[src/rtl/sha3_absorb_scheduler.sv]
// -----------------------------------------------------------------------------
// sha3_absorb_scheduler
// Collects 64-bit message lanes from a valid/ready stream into one SHA3-256
// rate block (17 lanes), applies SHA-3 padding (0x06 ... 0x80) and holds the
// finished block until the round-constant counter signals FIRST_ROUND, so the
// Keccak-f core absorbs it in step with its free-running 24-round schedule.
//
// Ports:
//   CLK            clock, rising edge
//   RST_N          synchronous active-low reset
//   IN_LANE        message lane, byte k = bits [8k+7:8k]
//   IN_VALID       IN_LANE valid
//   IN_LAST        final lane of the message (qualifies IN_BYTES)
//   IN_BYTES       valid bytes in the final lane, 0..8 (larger values = 8)
//   IN_READY       lane accepted this cycle when IN_VALID is high
//   FIRST_ROUND    one-cycle pulse every 24 cycles from the round counter
//   BLOCK          assembled rate block, lane i = bits [64i+63:64i]
//   BLOCK_PENDING  BLOCK complete and waiting to be absorbed
//   ABSORB         core XORs BLOCK into its state this cycle
//   ABSORB_LAST    ABSORB of the final block of a message
// -----------------------------------------------------------------------------
module sha3_absorb_scheduler #(
   parameter int RATE_LANES = 17,
   parameter int LANE_W     = 64
) (
   input  logic                         CLK,
   input  logic                         RST_N,
   input  logic [LANE_W-1:0]            IN_LANE,
   input  logic                         IN_VALID,
   input  logic                         IN_LAST,
   input  logic [3:0]                   IN_BYTES,
   output logic                         IN_READY,
   input  logic                         FIRST_ROUND,
   output logic [RATE_LANES*LANE_W-1:0] BLOCK,
   output logic                         BLOCK_PENDING,
   output logic                         ABSORB,
   output logic                         ABSORB_LAST
);

   localparam int                IDX_W    = $clog2(RATE_LANES);
   localparam logic [IDX_W-1:0]  LAST_IDX = IDX_W'(RATE_LANES - 1);

   typedef enum logic [1:0] {
      ST_FILL  = 2'd0,
      ST_PEND  = 2'd1,
      ST_EXTRA = 2'd2
   } state_t;

   state_t            state_r, state_nxt_s;
   logic [IDX_W-1:0]  idx_r, idx_nxt_s;
   logic [LANE_W-1:0] lane_r     [RATE_LANES];
   logic [LANE_W-1:0] lane_nxt_s [RATE_LANES];
   logic              last_r, last_nxt_s;
   logic              ovf_r, ovf_nxt_s;
   logic              accept_s;
   logic [3:0]        pad_bytes_s;
   logic [LANE_W-1:0] tail_lane_s;

   assign IN_READY      = (state_r == ST_FILL);
   assign accept_s      = IN_VALID & IN_READY;
   assign BLOCK_PENDING = (state_r == ST_PEND);
   assign ABSORB        = BLOCK_PENDING & FIRST_ROUND;
   assign ABSORB_LAST   = ABSORB & last_r;

   genvar gi;
   generate
      for (gi = 0; gi < RATE_LANES; gi++) begin : g_block
         assign BLOCK[gi*LANE_W +: LANE_W] = lane_r[gi];
      end
   endgenerate

   // Clamp the final-lane byte count to one full lane.
   always_comb begin
      if (IN_BYTES > 4'd8) begin
         pad_bytes_s = 4'd8;
      end else begin
         pad_bytes_s = IN_BYTES;
      end
   end

   // Final lane: keep the valid bytes, put 0x06 right after them, zero the rest.
   always_comb begin
      tail_lane_s = '0;
      for (int k = 0; k < 8; k++) begin
         if (4'(k) < pad_bytes_s) begin
            tail_lane_s[8*k +: 8] = IN_LANE[8*k +: 8];
         end else if (4'(k) == pad_bytes_s) begin
            tail_lane_s[8*k +: 8] = 8'h06;
         end else begin
            tail_lane_s[8*k +: 8] = 8'h00;
         end
      end
   end

   // Next-state, lane-index, flag and block-contents logic.
   always_comb begin
      state_nxt_s = state_r;
      idx_nxt_s   = idx_r;
      last_nxt_s  = last_r;
      ovf_nxt_s   = ovf_r;
      for (int i = 0; i < RATE_LANES; i++) begin
         lane_nxt_s[i] = lane_r[i];
      end

      case (state_r)
         ST_FILL: begin
            if (accept_s && IN_LAST) begin
               idx_nxt_s   = '0;
               state_nxt_s = ST_PEND;
               if ((pad_bytes_s == 4'd8) && (idx_r == LAST_IDX)) begin
                  // Block filled exactly: all padding moves to an extra block.
                  lane_nxt_s[idx_r] = IN_LANE;
                  last_nxt_s        = 1'b0;
                  ovf_nxt_s         = 1'b1;
               end else begin
                  lane_nxt_s[idx_r] = tail_lane_s;
                  if (pad_bytes_s == 4'd8) begin
                     lane_nxt_s[idx_r + 1'b1] = {{(LANE_W-8){1'b0}}, 8'h06};
                  end else begin
                     lane_nxt_s[idx_r] = tail_lane_s;
                  end
                  // OR so a coincident 0x06 in the top byte becomes 0x86.
                  lane_nxt_s[RATE_LANES-1][LANE_W-1 -: 8] =
                     lane_nxt_s[RATE_LANES-1][LANE_W-1 -: 8] | 8'h80;
                  last_nxt_s = 1'b1;
                  ovf_nxt_s  = 1'b0;
               end
            end else if (accept_s) begin
               lane_nxt_s[idx_r] = IN_LANE;
               if (idx_r == LAST_IDX) begin
                  idx_nxt_s   = '0;
                  state_nxt_s = ST_PEND;
                  last_nxt_s  = 1'b0;
               end else begin
                  idx_nxt_s = idx_r + 1'b1;
               end
            end else begin
               state_nxt_s = ST_FILL;
            end
         end

         ST_PEND: begin
            if (FIRST_ROUND) begin
               // Absorb edge: the core has taken BLOCK, start from a clean block.
               for (int i = 0; i < RATE_LANES; i++) begin
                  lane_nxt_s[i] = '0;
               end
               idx_nxt_s  = '0;
               last_nxt_s = 1'b0;
               if (ovf_r) begin
                  state_nxt_s = ST_EXTRA;
                  ovf_nxt_s   = 1'b0;
               end else begin
                  state_nxt_s = ST_FILL;
               end
            end else begin
               state_nxt_s = ST_PEND;
            end
         end

         ST_EXTRA: begin
            // Padding-only block; the block was cleared on the absorb edge.
            lane_nxt_s[0]            = {{(LANE_W-8){1'b0}}, 8'h06};
            lane_nxt_s[RATE_LANES-1] = {8'h80, {(LANE_W-8){1'b0}}};
            last_nxt_s               = 1'b1;
            state_nxt_s              = ST_PEND;
         end

         default: begin
            state_nxt_s = ST_FILL;
            idx_nxt_s   = '0;
            last_nxt_s  = 1'b0;
            ovf_nxt_s   = 1'b0;
         end
      endcase
   end

   // State, index, flags and block registers with synchronous reset.
   always_ff @(posedge CLK) begin
      if (!RST_N) begin
         state_r <= ST_FILL;
         idx_r   <= '0;
         last_r  <= 1'b0;
         ovf_r   <= 1'b0;
         for (int i = 0; i < RATE_LANES; i++) begin
            lane_r[i] <= '0;
         end
      end else begin
         state_r <= state_nxt_s;
         idx_r   <= idx_nxt_s;
         last_r  <= last_nxt_s;
         ovf_r   <= ovf_nxt_s;
         for (int i = 0; i < RATE_LANES; i++) begin
            lane_r[i] <= lane_nxt_s[i];
         end
      end
   end

endmodule
[config.mk]
export PLATFORM = sky130hd
export DESIGN_NAME = sha3_absorb_scheduler
export DESIGN_NICKNAME = d
export VERILOG_FILES = /design/src/rtl/sha3_absorb_scheduler.sv
export SDC_FILE = /design/constraint.sdc
export NUM_CORES = 2
export LEC_CHECK = 0
export ABC_AREA = 1
export CORE_AREA = 2 2 457 459
export CTS_BUF_LIST = sky130_fd_sc_hd__clkbuf_4 sky130_fd_sc_hd__clkbuf_8
export CTS_CLUSTER_SIZE = 40
export DETAILED_ROUTE_END_ITERATION = 10
export DIE_AREA = 0 0 459 461
export PLACE_DENSITY_LB_ADDON = 0.12
export SLEW_MARGIN = 20
export SYNTH_ARGS = -nofsm -noshare
export SYNTH_HDL_FRONTEND = slang
export SYNTH_SLANG_ARGS = --single-unit
[constraint.sdc]
create_clock -name CLK -period 5.1 [get_ports CLK]
set_input_delay 0.765 -clock CLK [delete_from_list [all_inputs] [get_ports CLK]]
set_output_delay 0.765 -clock CLK [all_outputs]
set_load 0.05 [all_outputs]
==> flow_summary.json <==
{
  "core_area_um2": 206000,
  "dr.pass1.iters": 7,
  "regToRegSetupSlack_ns": 0.97,
  "initial_utilization": 0.230,
  "commonest_non_fill_non_tap_cell_in_the_layout": "sky130_fd_sc_hd__clkdlybuf4s50_1",
  "clk_pin_slew_worst_paths_ns": 0.07,
  "hold_path.startpoint": "RST_N",
  "yosysTopAreaCellShare": 0.462,
  "power-per-cell-area_nw_per_um2": 348,
  "ios": 1165,
  "yosysTopAreaCell": "sky130_fd_sc_hd__dfxtp_1",
  "critPathMaxFanout": 23,
  "cts_tree": "done",
  "crit-reg2reg-launch": "state_r[0]$_SDFFE_PN0P_",
  "ys.warnings.count": 0,
  "setup_viol_count_final": 0,
  "flow.area_growth_from_synthesis_pct": 39.2,
  "wire_per_inst_um": 31.0,
  "finish.net_count": 7590,
  "worstReg2RegEnd": "lane_r[0][464]$_SDFFE_PN0P_",
  "buffers_inserted_by_post_cts_timing_repair": 0,
  "net-switching-power_w": 0.00788,
  "final_hold_viol_count": 0,
  "critical_path.slowest_cell": "sky130_fd_sc_hd__clkdlybuf4s50_1",
  "antenna_found_initial": 27,
  "syn_inst": 6607,
  "grt_pass1_wl_mm": 430,
  "drive_above_1_share": 0.0877,
  "combinationalPowerShare": 0.189,
  "measured_slew_at_the_worst_slew_check_pin_ns": 1.18,
  "power.share.clock": 0.419,
  "mostFrequentLayoutCells": "sky130_fd_sc_hd__clkdlybuf4s50_1 (1,157), sky130_fd_sc_hd__dfxtp_1 (1,097), sky130_fd_sc_hd__nand2_1 (971)",
  "drt_iter0_markers": 5337,
  "crit_path_start_kind": "flop",
  "dp_slack_ns": 0.601,
  "fin_setup_tns_ns": 0,
  "syn_nets": 6689,
  "met3_wirelength_mm": 28.9,
  "timing.critical_path.cells": "ha_2, nand2_1, inv_1, clkdlybuf4s50_1",
  "max_freq_ghz": 0.237,
  "worstSkewPairLatency_ns": 0.99,
  "nFillCells": 22200,
  "fin_worst_skew_ns": 0.0458,
  "synth_sequential_area_ratio": 0.462,
  "synth_area_um2": 47500,
  "met2_wirelength_mm": 141,
  "final_core_utilization": 0.320,
  "power.total_w": 0.0230,
  "post_cts_resized": 0,
  "p_int_w": 0.0151,
  "grt.overflow.total": 0,
  "via_count": 53000,
  "chipWidth_um": 459,
  "detail_route.vias_per_cell": 5.11,
  "num_rows": 167,
  "worstSetupPathType": "reg -> out",
  "route.final.wire_length_mm": 322,
  "drc_violations_left": 0,
  "wl_met1_mm": 134,
  "floorplan.die.height_um": 461,
  "slowest_delay_ns": 0.84,
  "worstHoldEndpoint": "lane_r[0][813]$_SDFFE_PN0P_",
  "detailedPlacementHpwl_mm": 220,
  "topRoutingLayerUsed": "met5",
  "rsz0062_at_grt": "no",
  "crit_family": "buffers and inverters",
  "synth.area.top_cells": "sky130_fd_sc_hd__dfxtp_1 (46%), sky130_fd_sc_hd__o21ai_0 (8.5%), sky130_fd_sc_hd__nand2_1 (7.7%), sky130_fd_sc_hd__nor2_1 (6.6%), sky130_fd_sc_hd__a21oi_1 (6.2%)",
  "globalRouteTotalUtil": 0.290,
  "buffer_ports.inserted": 1164,
  "cts_inserted_buffers": 209,
  "worst_slew_margin_rel": 0.210,
  "finalWorstSetupSlack_ns": 0.879,
  "synth_async_sr_flop_share": 0,
  "syn-mean-instance-area_um2": 7.19,
  "worst_ir_drop_vdd_mv": 0.237,
  "arrival_ns": 3.46,
  "worstHoldPathType": "in -> reg",
  "detail-route-antenna-nets": 0,
  "total_leakage_power_nw": 22.9,
  "run_status": "complete, no violations",
  "maximum_number_of_pins_on_one_net_before_global_route_repair": 166,
  "dominantRegCellSynth": "sky130_fd_sc_hd__dfxtp_1",
  "reg2reg_depth": 10,
  "place_congestion": 0.892,
  "grt_pass1_vias": 49100,
  "synth_edf_count": 0,
  "total_die_area_um2": 212000,
  "ctsRootBufferMaster": "sky130_fd_sc_hd__clkbuf_8",
  "cts.path.max_buffers": 3,
  "synth_cell_types": 39,
  "sw_frac_of_total": 0.343,
  "cts_hold_repair.buffers": 0,
  "timing.final.crit_share": 0.828,
  "ctsHtreeMaxLevel": 4,
  "critPathBufInv": 2,
  "max_cap_violations": 0,
  "pwr-share-seq": 0.393,
  "required_ns": 4.34,
  "min_delay_path_depth": 3,
  "postSynthRegisterBits": 1097,
  "maxSlewViolCount": 0,
  "critPathCaptureType": "output pin",
  "period_needed_ns": 4.22,
  "cts_num_sinks": 1097
}
-- through the flow --
step / std cells / area [um2] / hold WS (ns)
3_3_place_gp: 9998 / 61500 / 0.454
6_report: 10400 / 66100 / 0.247
2_1_floorplan: 6607 / 47500 / 0.454
3_5_place_dp: 10000 / 61600 / 0.458
5_1_grt: 10400 / 66100 / 0.246
4_1_cts: 10400 / 66100 / 0.260
-- cell type report --
| type | instances | area (um2) | area share |
|---|---|---|---|
| clock buffer | 333 | 4130 | 0.0625 |
| inverter | 271 | 1040 | 0.0157 |
| tap | 2704 | 3380 | 0.0512 |
| sequential | 1097 | 22000 | 0.332 |
| timing repair buffer | 1326 | 13100 | 0.199 |
| antenna | 15 | 37.5 | 0.000568 |
| clock inverter | 32 | 352 | 0.00532 |
| multi-input combinational | 4603 | 22100 | 0.334 |
-- sequential cells by signal, indices dropped and copies added, names as in the netlist --
signal	flops
lane_r	1088
state_r	2
ovf_r	1
idx_r	5
last_r	1
-- worst min-delay path, delay by kind of cell --
| kind | cells | cell delay, ns |
|---|---|---|
| simple gates | 1 | 0.06 |
| compound gates | 1 | 0.16 |
| buf+inv | 1 | 0.20 |
-- cells by family after synthesis --
logic type,after synthesis,share of synthesized area
AO/OA/AOI/OAI,1694,0.194
AND/OR/NAND/NOR,2900,0.261
flip-flops,1097,0.462
adder cells (fa/ha/maj),9,0.00237
buffers and inverters,907,0.0797
-- power groups by stage --
stage | logic (W) | registers, W | clock network [W]
floorplan | 0.00166 | 0.00986 | 0
global placement | 0.00430 | 0.00920 | 0
detailed placement | 0.00432 | 0.00920 | 0
CTS | 0.00433 | 0.00902 | 0.00981
global route | 0.00453 | 0.00904 | 0.0102
finish | 0.00434 | 0.00902 | 0.00962
-- synth_stat cells (4+ instances only) --
master	instances
sky130_fd_sc_hd__o21ai_1	7
sky130_fd_sc_hd__nor2_2	23
sky130_fd_sc_hd__o22ai_1	14
sky130_fd_sc_hd__inv_2	18
sky130_fd_sc_hd__ha_1	9
sky130_fd_sc_hd__nor3_1	473
sky130_fd_sc_hd__buf_1	21
sky130_fd_sc_hd__a21oi_1	584
sky130_fd_sc_hd__nand4_1	32
sky130_fd_sc_hd__buf_2	226
sky130_fd_sc_hd__o21ai_0	804
sky130_fd_sc_hd__clkbuf_1	364
sky130_fd_sc_hd__dfxtp_1	1097
sky130_fd_sc_hd__o21a_1	79
sky130_fd_sc_hd__a21oi_2	8
sky130_fd_sc_hd__nand3_1	505
sky130_fd_sc_hd__nand3b_1	15
sky130_fd_sc_hd__nor2_1	835
sky130_fd_sc_hd__a31oi_1	4
sky130_fd_sc_hd__nand2_2	6
sky130_fd_sc_hd__o211ai_1	182
sky130_fd_sc_hd__inv_1	252
sky130_fd_sc_hd__buf_4	24
sky130_fd_sc_hd__or2_2	27
sky130_fd_sc_hd__nand2_1	978
-- per-layer routing --
layer  GRT usage  vias to the layer above
li1            -                    24000
met1       0.368                    26000
met2       0.443                     2449
met3      0.0881                      531
met4       0.146                        4
met5           0                        -
-- how the worst max path moves through the flow --
stage	start	endpoint	slack [ns]	cells after the start
6_report	state_r[0]$_SDFFE_PN0P_	ABSORB	0.88	4
5_1_grt	state_r[0]$_SDFFE_PN0P_	ABSORB	0.74	4
4_1_cts	state_r[0]$_SDFFE_PN0P_	ABSORB	0.77	4
3_5_place_dp	IN_BYTES[3]	lane_r[0][786]$_SDFFE_PN0P_	0.60	10
3_3_place_gp	IN_BYTES[3]	lane_r[0][850]$_SDFFE_PN0P_	0.65	10
2_1_floorplan	state_r[1]$_SDFFE_PN0P_	ABSORB_LAST	2.28	5
Power figures use the tool's default switching activity.
